===== src/rtl/reg_display_scan_if.sv =====
// Bus bundle for reg_display_scan: capture request/data in, parallel digits and
// multiplexed display drive out.
interface reg_display_scan_if #(
  parameter int DATA_W = 8,
  parameter int DIGITS = 3
);
  logic [DATA_W-1:0]   data_in;
  logic                load;
  logic                dec_mode;
  logic                blank_lz;
  logic                busy;
  logic                overflow;
  logic [4*DIGITS-1:0] digits;
  logic [DIGITS-1:0]   an;
  logic [3:0]          seg_nib;
  logic                seg_blank;

  modport master (
    output data_in, load, dec_mode, blank_lz,
    input  busy, overflow, digits, an, seg_nib, seg_blank
  );

  modport slave (
    input  data_in, load, dec_mode, blank_lz,
    output busy, overflow, digits, an, seg_nib, seg_blank
  );
endinterface


===== src/rtl/reg_display_scan.sv =====
// Load-register display driver: hex or double-dabble BCD capture, leading-zero
// blanking and free-running active-low digit scanning.
//   state | meaning
//   IDLE  | waiting for load; hex captures complete here in one edge
//   CONV  | double-dabble shifting, one data bit per edge
module reg_display_scan #(
  parameter int DATA_W   = 8,
  parameter int DIGITS   = 3,
  parameter int SCAN_DIV = 4
) (
  input logic              ck,
  input logic              rst_n,
  reg_display_scan_if.slave bus
);
  localparam int NW    = 4 * DIGITS;
  localparam int CW    = $clog2(DATA_W + 1);
  localparam int PSC_W = (SCAN_DIV > 1) ? $clog2(SCAN_DIV) : 1;
  localparam int IDX_W = (DIGITS > 1) ? $clog2(DIGITS) : 1;

  typedef enum logic {IDLE = 1'b0, CONV = 1'b1} state_e;

  state_e            state_q, state_d;
  logic [DATA_W-1:0] sh_q, sh_d;
  logic [NW-1:0]     acc_q, acc_d;
  logic              ovf_q, ovf_d;
  logic [CW-1:0]     cnt_q, cnt_d;
  logic [NW-1:0]     digits_q, digits_d;
  logic              overflow_q, overflow_d;
  logic [PSC_W-1:0]  psc_q, psc_d;
  logic [IDX_W-1:0]  idx_q, idx_d;
  logic [DIGITS-1:0] an_q, an_d;
  logic [3:0]        seg_nib_q, seg_nib_d;
  logic              seg_blank_q, seg_blank_d;

  logic [NW-1:0]     hex_val;
  logic              hex_ovf;
  logic [NW-1:0]     acc_adj, acc_shift, all_nines;
  logic              shift_out, last_step;
  logic [DIGITS-1:0] blank;
  logic              zero_run, psc_wrap;

  // Hex capture: bits beyond the displayable nibbles only raise overflow.
  if (DATA_W > NW) begin : g_wide
    assign hex_val = bus.data_in[NW-1:0];
    assign hex_ovf = |bus.data_in[DATA_W-1:NW];
  end else begin : g_narrow
    assign hex_val = NW'(bus.data_in);
    assign hex_ovf = 1'b0;
  end

  always_ff @(posedge ck or negedge rst_n) begin
    if (!rst_n) state_q <= IDLE;
    else        state_q <= state_d;
  end

  assign last_step = (cnt_q == CW'(1));

  always_comb begin
    state_d = state_q;
    case (state_q)
      IDLE: if (bus.load && bus.dec_mode) state_d = CONV;
      CONV: if (last_step) state_d = IDLE;
      default: state_d = IDLE;
    endcase
  end

  always_comb begin
    for (int i = 0; i < DIGITS; i++) begin
      acc_adj[4*i +: 4]   = (acc_q[4*i +: 4] >= 4'd5) ? acc_q[4*i +: 4] + 4'd3 : acc_q[4*i +: 4];
      all_nines[4*i +: 4] = 4'h9;
    end
    shift_out = acc_adj[NW-1];
    acc_shift = {acc_adj[NW-2:0], sh_q[DATA_W-1]};
  end

  always_comb begin
    sh_d       = sh_q;
    acc_d      = acc_q;
    ovf_d      = ovf_q;
    cnt_d      = cnt_q;
    digits_d   = digits_q;
    overflow_d = overflow_q;
    case (state_q)
      IDLE: begin
        if (bus.load && bus.dec_mode) begin
          sh_d  = bus.data_in;
          acc_d = '0;
          ovf_d = 1'b0;
          cnt_d = CW'(DATA_W);
        end else if (bus.load) begin
          digits_d   = hex_val;
          overflow_d = hex_ovf;
        end
      end
      CONV: begin
        sh_d  = sh_q << 1;
        acc_d = acc_shift;
        ovf_d = ovf_q | shift_out;
        cnt_d = cnt_q - CW'(1);
        if (last_step) begin
          digits_d   = (ovf_q | shift_out) ? all_nines : acc_shift;
          overflow_d = ovf_q | shift_out;
        end
      end
      default: ;
    endcase
  end

  // Blank a digit when it and everything above it are zero; digit 0 always shows.
  always_comb begin
    zero_run = 1'b1;
    blank    = '0;
    for (int i = DIGITS - 1; i >= 0; i--) begin
      zero_run = zero_run && (digits_q[4*i +: 4] == 4'h0);
      blank[i] = bus.blank_lz && zero_run && (i != 0);
    end
  end

  always_comb begin
    psc_wrap = (psc_q == PSC_W'(SCAN_DIV - 1));
    psc_d    = psc_wrap ? '0 : psc_q + PSC_W'(1);
    idx_d    = idx_q;
    if (psc_wrap) idx_d = (idx_q == IDX_W'(DIGITS - 1)) ? '0 : idx_q + IDX_W'(1);
    an_d        = '1;
    seg_nib_d   = 4'h0;
    seg_blank_d = 1'b0;
    for (int i = 0; i < DIGITS; i++) begin
      if (idx_q == IDX_W'(i)) begin
        an_d[i]     = 1'b0;
        seg_nib_d   = digits_q[4*i +: 4];
        seg_blank_d = blank[i];
      end
    end
  end

  always_ff @(posedge ck or negedge rst_n) begin
    if (!rst_n) begin
      sh_q        <= '0;
      acc_q       <= '0;
      ovf_q       <= 1'b0;
      cnt_q       <= '0;
      digits_q    <= '0;
      overflow_q  <= 1'b0;
      psc_q       <= '0;
      idx_q       <= '0;
      an_q        <= {{(DIGITS-1){1'b1}}, 1'b0};
      seg_nib_q   <= 4'h0;
      seg_blank_q <= 1'b0;
    end else begin
      sh_q        <= sh_d;
      acc_q       <= acc_d;
      ovf_q       <= ovf_d;
      cnt_q       <= cnt_d;
      digits_q    <= digits_d;
      overflow_q  <= overflow_d;
      psc_q       <= psc_d;
      idx_q       <= idx_d;
      an_q        <= an_d;
      seg_nib_q   <= seg_nib_d;
      seg_blank_q <= seg_blank_d;
    end
  end

  assign bus.busy      = (state_q == CONV);
  assign bus.overflow  = overflow_q;
  assign bus.digits    = digits_q;
  assign bus.an        = an_q;
  assign bus.seg_nib   = seg_nib_q;
  assign bus.seg_blank = seg_blank_q;
endmodule


===== src/flat_wrapper.sv =====
// flat-port wrapper written by rule: the top's interface ports become plain ports
module reg_display_scan_flat 
#(
  parameter int DATA_W   = 8,
  parameter int DIGITS   = 3,
  parameter int SCAN_DIV = 4
)
  (ck, rst_n, bus_data_in, bus_load, bus_dec_mode, bus_blank_lz, bus_busy, bus_overflow, bus_digits, bus_an, bus_seg_nib, bus_seg_blank);
  reg_display_scan_if #(.DATA_W(DATA_W), .DIGITS(DIGITS)) bus_i ();
  input logic ck;
  input logic rst_n;
  input wire logic [$bits(bus_i.data_in)-1:0] bus_data_in;
  input wire logic [$bits(bus_i.load)-1:0] bus_load;
  input wire logic [$bits(bus_i.dec_mode)-1:0] bus_dec_mode;
  input wire logic [$bits(bus_i.blank_lz)-1:0] bus_blank_lz;
  output wire logic [$bits(bus_i.busy)-1:0] bus_busy;
  output wire logic [$bits(bus_i.overflow)-1:0] bus_overflow;
  output wire logic [$bits(bus_i.digits)-1:0] bus_digits;
  output wire logic [$bits(bus_i.an)-1:0] bus_an;
  output wire logic [$bits(bus_i.seg_nib)-1:0] bus_seg_nib;
  output wire logic [$bits(bus_i.seg_blank)-1:0] bus_seg_blank;
  assign bus_i.data_in = bus_data_in;
  assign bus_i.load = bus_load;
  assign bus_i.dec_mode = bus_dec_mode;
  assign bus_i.blank_lz = bus_blank_lz;
  assign bus_busy = bus_i.busy;
  assign bus_overflow = bus_i.overflow;
  assign bus_digits = bus_i.digits;
  assign bus_an = bus_i.an;
  assign bus_seg_nib = bus_i.seg_nib;
  assign bus_seg_blank = bus_i.seg_blank;
  reg_display_scan #(.DATA_W(DATA_W), .DIGITS(DIGITS), .SCAN_DIV(SCAN_DIV)) u_core (.ck(ck), .rst_n(rst_n), .bus(bus_i));
endmodule

===== config.mk =====
export PLATFORM = sky130hd
export DESIGN_NAME = reg_display_scan_flat
export DESIGN_NICKNAME = d
export VERILOG_FILES = /design/src/rtl/reg_display_scan_if.sv /design/src/rtl/reg_display_scan.sv /design/src/flat_wrapper.sv
export SDC_FILE = /design/constraint.sdc
export NUM_CORES = 1
export LEC_CHECK = 0
export CAP_MARGIN = 30
export CORE_MARGIN = 2
export CORE_UTILIZATION = 47
export CTS_BUF_LIST = sky130_fd_sc_hd__clkbuf_4
export CTS_CLUSTER_DIAMETER = 50
export DETAILED_ROUTE_END_ITERATION = 8
export PLACE_DENSITY = 0.67
export SLEW_MARGIN = 20
export SYNTH_ARGS = -nofsm -noshare
export SYNTH_HDL_FRONTEND = slang
export SYNTH_SLANG_ARGS = --single-unit

===== constraint.sdc =====
create_clock -name ck -period 3.1 [get_ports ck]
set_input_delay 0.775 -clock ck [delete_from_list [all_inputs] [get_ports ck]]
set_output_delay 0.775 -clock ck [all_outputs]
set_load 0.02 [all_outputs]

==> metrics.md <==
| Metric | Value |
|---|---|
| Status | complete, no violations |
| Top cells by count, synth | dfrtp_1 (49), nand2_1 (38), mux2i_1 (20), o21ai_0 (20), inv_1 (11) |
| Avg Cell Area, Syn | 10.4 um^2 |
| Pin count of the biggest net entering global routing | between 40 and 50 |
| Area Overhead vs Synth | 18.7% |
| GRT Total Usage | 0.192 |
| Initial DRC count | 101 |
| WP data required | 2.32 ns |
| Worst-Margin Slew | around 0.70 ns |
| Starting density of the core | 0.487 |
| Max FO, Critical Path | 1 |
| Worst Hold Class | in2async |
| Core Region | approximately 5000 um^2 |
| Crit. End Element | output pin |
| Min Tclk post-route | 2.28 ns |
| DIE AREA | roughly 5900 um^2 |
| Clock sink count | 51 |
| Worst setup margin | approximately 0.8 ns |
| DR WL/cell | approximately 15 um |
| CP Data Arrival Time | ~1.5 ns |
| Switching Share | 0.406 |
| Internal Dissipation | around 1.6 mW |
| Sequential Power Share | 0.419 |
| Met2 global-route usage | 0.300 |
| Grt met1 use | 0.263 |
| Grt met3 use | 0.0447 |
| CTS Buffer Depth | 2 |
| CP delay by family, top | buffers and inverters |
| Synthesized area | about 2500 um^2 |
| Reg clk slew, reported paths | roughly 0.14 ns |
| Netlist cell types | 40 |
| DR DRC count | 0 |
| Gp weighted congestion | 0.849 |
| ANT nets after route | 0 |
| CTS tree | done |
| Hold Violations, Final | 0 |
| Antenna Cells | 0 |
| Critical Path Start Type | flip-flop |
| CP startpoint | u_core.bus.an[2]$_DFF_PN1_ |
| Routed wire length | 5.23 mm |
| H-tree depth | 2 |
| Unrepaired setup endpoints after global routing | no |
| Clock Latency Late Sink | 0.36 ns |
| Post_cts resized | 0 |
| First-pass GRT wire length | around 9 mm |
| NumNets Final | ~300 |
| DP HPWL | 3.88 mm |
| Num CTS Buffers | 5 |
| Vias post-DR | 1841 |
| Post-synth ARST share | 1.00 |
| Peak VDD IR | 0.000487 V |
| Hold Buf Count CTS | 0 |
| Tcrit/Tclk final | 0.734 |
| Vias in the first global route | approximately 1800 |
| Synth area leader | dfrtp_1 |
| Critical path cell sequence | clkdlybuf4s50_1 |
| Die span in y | between 70 and 80 um |
| Drt first pass iters | 4 |
| Register area share after synthesis | 0.514 |
| Final setup violation count | 0 |
| Max Clk Rate | 439 MHz |
| Grt peak-use layer | met2 |
| Rows | 26 |
| Main flop type after synthesis | dfrtp_1 |
| Worst reg2reg path startpoint | u_core.acc_q[8]$_DFFE_PN0P_ |
| Gr ovfl total | 0 |
| Setup Fix Bufs, Post-CTS | 0 |
| Layout cell share with drive strength beyond 1 | 0.0866 |
| Comb pwr share | 0.473 |
| Slowest CP cell | clkdlybuf4s50_1 |
| Syn Inst Count | 240 |
| Clock Power Share | 0.108 |
| Max cap viols | 0 |
| Max incr delay on CP | 0.59 ns |
| Slew Limit Fails | 0 |
| Leading post-synthesis cells by cell area | dfrtp_1 (49%), mux2i_1 (8.1%), nand2_1 (5.7%) |
| Ports | 35 |
| YS warnings | 0 |
| Setup WS pre-CTS | about 0.74 ns |
| Die X | roughly 77 um |
| #FFs+latches synth | 51 |
| PortBufs | 34 |
| Leakage | 1.38 nW |
| Max-slew headroom | 0.532 |
| Skew final | 0.00968 ns |
| Syn nets | 262 |
| CTS root buffer | clkbuf_4 |
| Antenna violations before repair | 0 |
| Most common cell in the synthesized netlist | dfrtp_1 |
| Via/cell ratio | 5.31 |
| Post-synth EDFFs | 0 |
| Net Switching | roughly 1.1 mW |
| PwrDens | about 900 nW/um^2 |
| Fillers | between 400 and 500 |
| Synth top area share | 0.493 |
| Buf/Inv on CP | 1 |
| Critical path class | reg2out |
| Setup TNS | 0 ns |
[routing by layer]
metal / routed length [um] / vias up
met5: 0 / -
li1: - / 913
met3: 222 / 7
met2: 2400 / 47
met4: 90 / 0
met1: 2510 / 874
[flip-flops by register name (all words and copies together) (netlist names)]
name                  count
u_core.bus.seg_nib        4
u_core.bus.seg_blank      1
u_core.bus.busy           1
u_core.cnt_q              4
u_core.sh_q               8
u_core.acc_q             12
u_core.ovf_q              1
u_core.bus.digits        12
u_core.bus.overflow       1
u_core.psc_q              2
u_core.bus.an             3
u_core.idx_q              2
[layout make-up]
class | count | area [um^2] | area share
Inverter | 12 | 45.0 | 0.0153
Tap cell | 70 | 87.6 | 0.0297
Sequential cell | 51 | 1280 | 0.433
Clock buffer | 6 | 45.0 | 0.0153
Clock inverter | 2 | 7.51 | 0.00254
Timing Repair Buffer | 38 | 365 | 0.124
Multi-Input combinational cell | 168 | 1120 | 0.380
[cell usage in the layout (no fill, tap or decap), types with 4 or more instances in the layout]
cell type | synthesis | layout
mux2i_1 | 20 | 20
buf_4 | 0 | 4
o21ai_0 | 20 | 20
clkbuf_4 | 0 | 6
dfrtp_1 | 49 | 49
a221o_1 | 4 | 4
ha_1 | 9 | 9
nand2b_1 | 6 | 6
a21o_1 | 7 | 7
nor2_1 | 8 | 8
inv_1 | 11 | 11
and3_1 | 4 | 4
clkdlybuf4s50_1 | 0 | 33
nand3_1 | 5 | 5
a21oi_1 | 9 | 9
nand2_1 | 38 | 38
[stage by stage]
stage	hold WS, ns	cells	power, mW	util	instance area (um^2)
5_1_grt	0.425	347	2.90	0.578	2950
2_1_floorplan	0.403	240	1.97	-	2490
3_3_place_gp	0.415	339	2.39	0.568	2900
4_1_cts	0.412	347	2.71	0.578	2950
3_5_place_dp	0.422	339	2.42	0.568	2900
6_report	0.394	347	2.68	0.578	2950
[power by group through the flow]
| stage | Clock [mW] | Combinational (mW) | Sequential, mW |
|---|---|---|---|
| 4_1_cts | 0.299 | 1.28 | 1.12 |
| 3_5_place_dp | 0 | 1.29 | 1.13 |
| 5_1_grt | 0.333 | 1.41 | 1.16 |
| 3_3_place_gp | 0 | 1.26 | 1.13 |
| 6_report | 0.289 | 1.27 | 1.12 |
| 2_1_floorplan | 0 | 0.760 | 1.21 |
[path summary, 6_finish.rpt]
kind / endpoint / slack [ns] / depth (start not counted)
setup / recovery: bus_an[2] / 0.82 / 1
min in group ck: u_core.psc_q[0]$_DFF_PN0_ / 0.44 / 1
hold reg to reg: u_core.psc_q[0]$_DFF_PN0_ / 0.44 / 1
max in group asynchronous: u_core.bus.an[1]$_DFF_PN1_ / 2.04 / 2
hold / removal: u_core.psc_q[0]$_DFF_PN0_ / 0.39 / 1
setup reg to reg: u_core.bus.digits[6]$_DFFE_PN0P_ / 1.20 / 6
[logic make-up after synthesis]
family                   share of synthesized area
AND/OR/NAND/NOR                              0.159
AO/OA/AOI/OAI                                0.151
flip-flops                                   0.514
multiplexers                                0.0896
buffers and inverters                       0.0342
adder cells (fa/ha/maj)                     0.0453
XOR/XNOR                                   0.00705
Note: power is estimated with default switching activity, not from simulation.
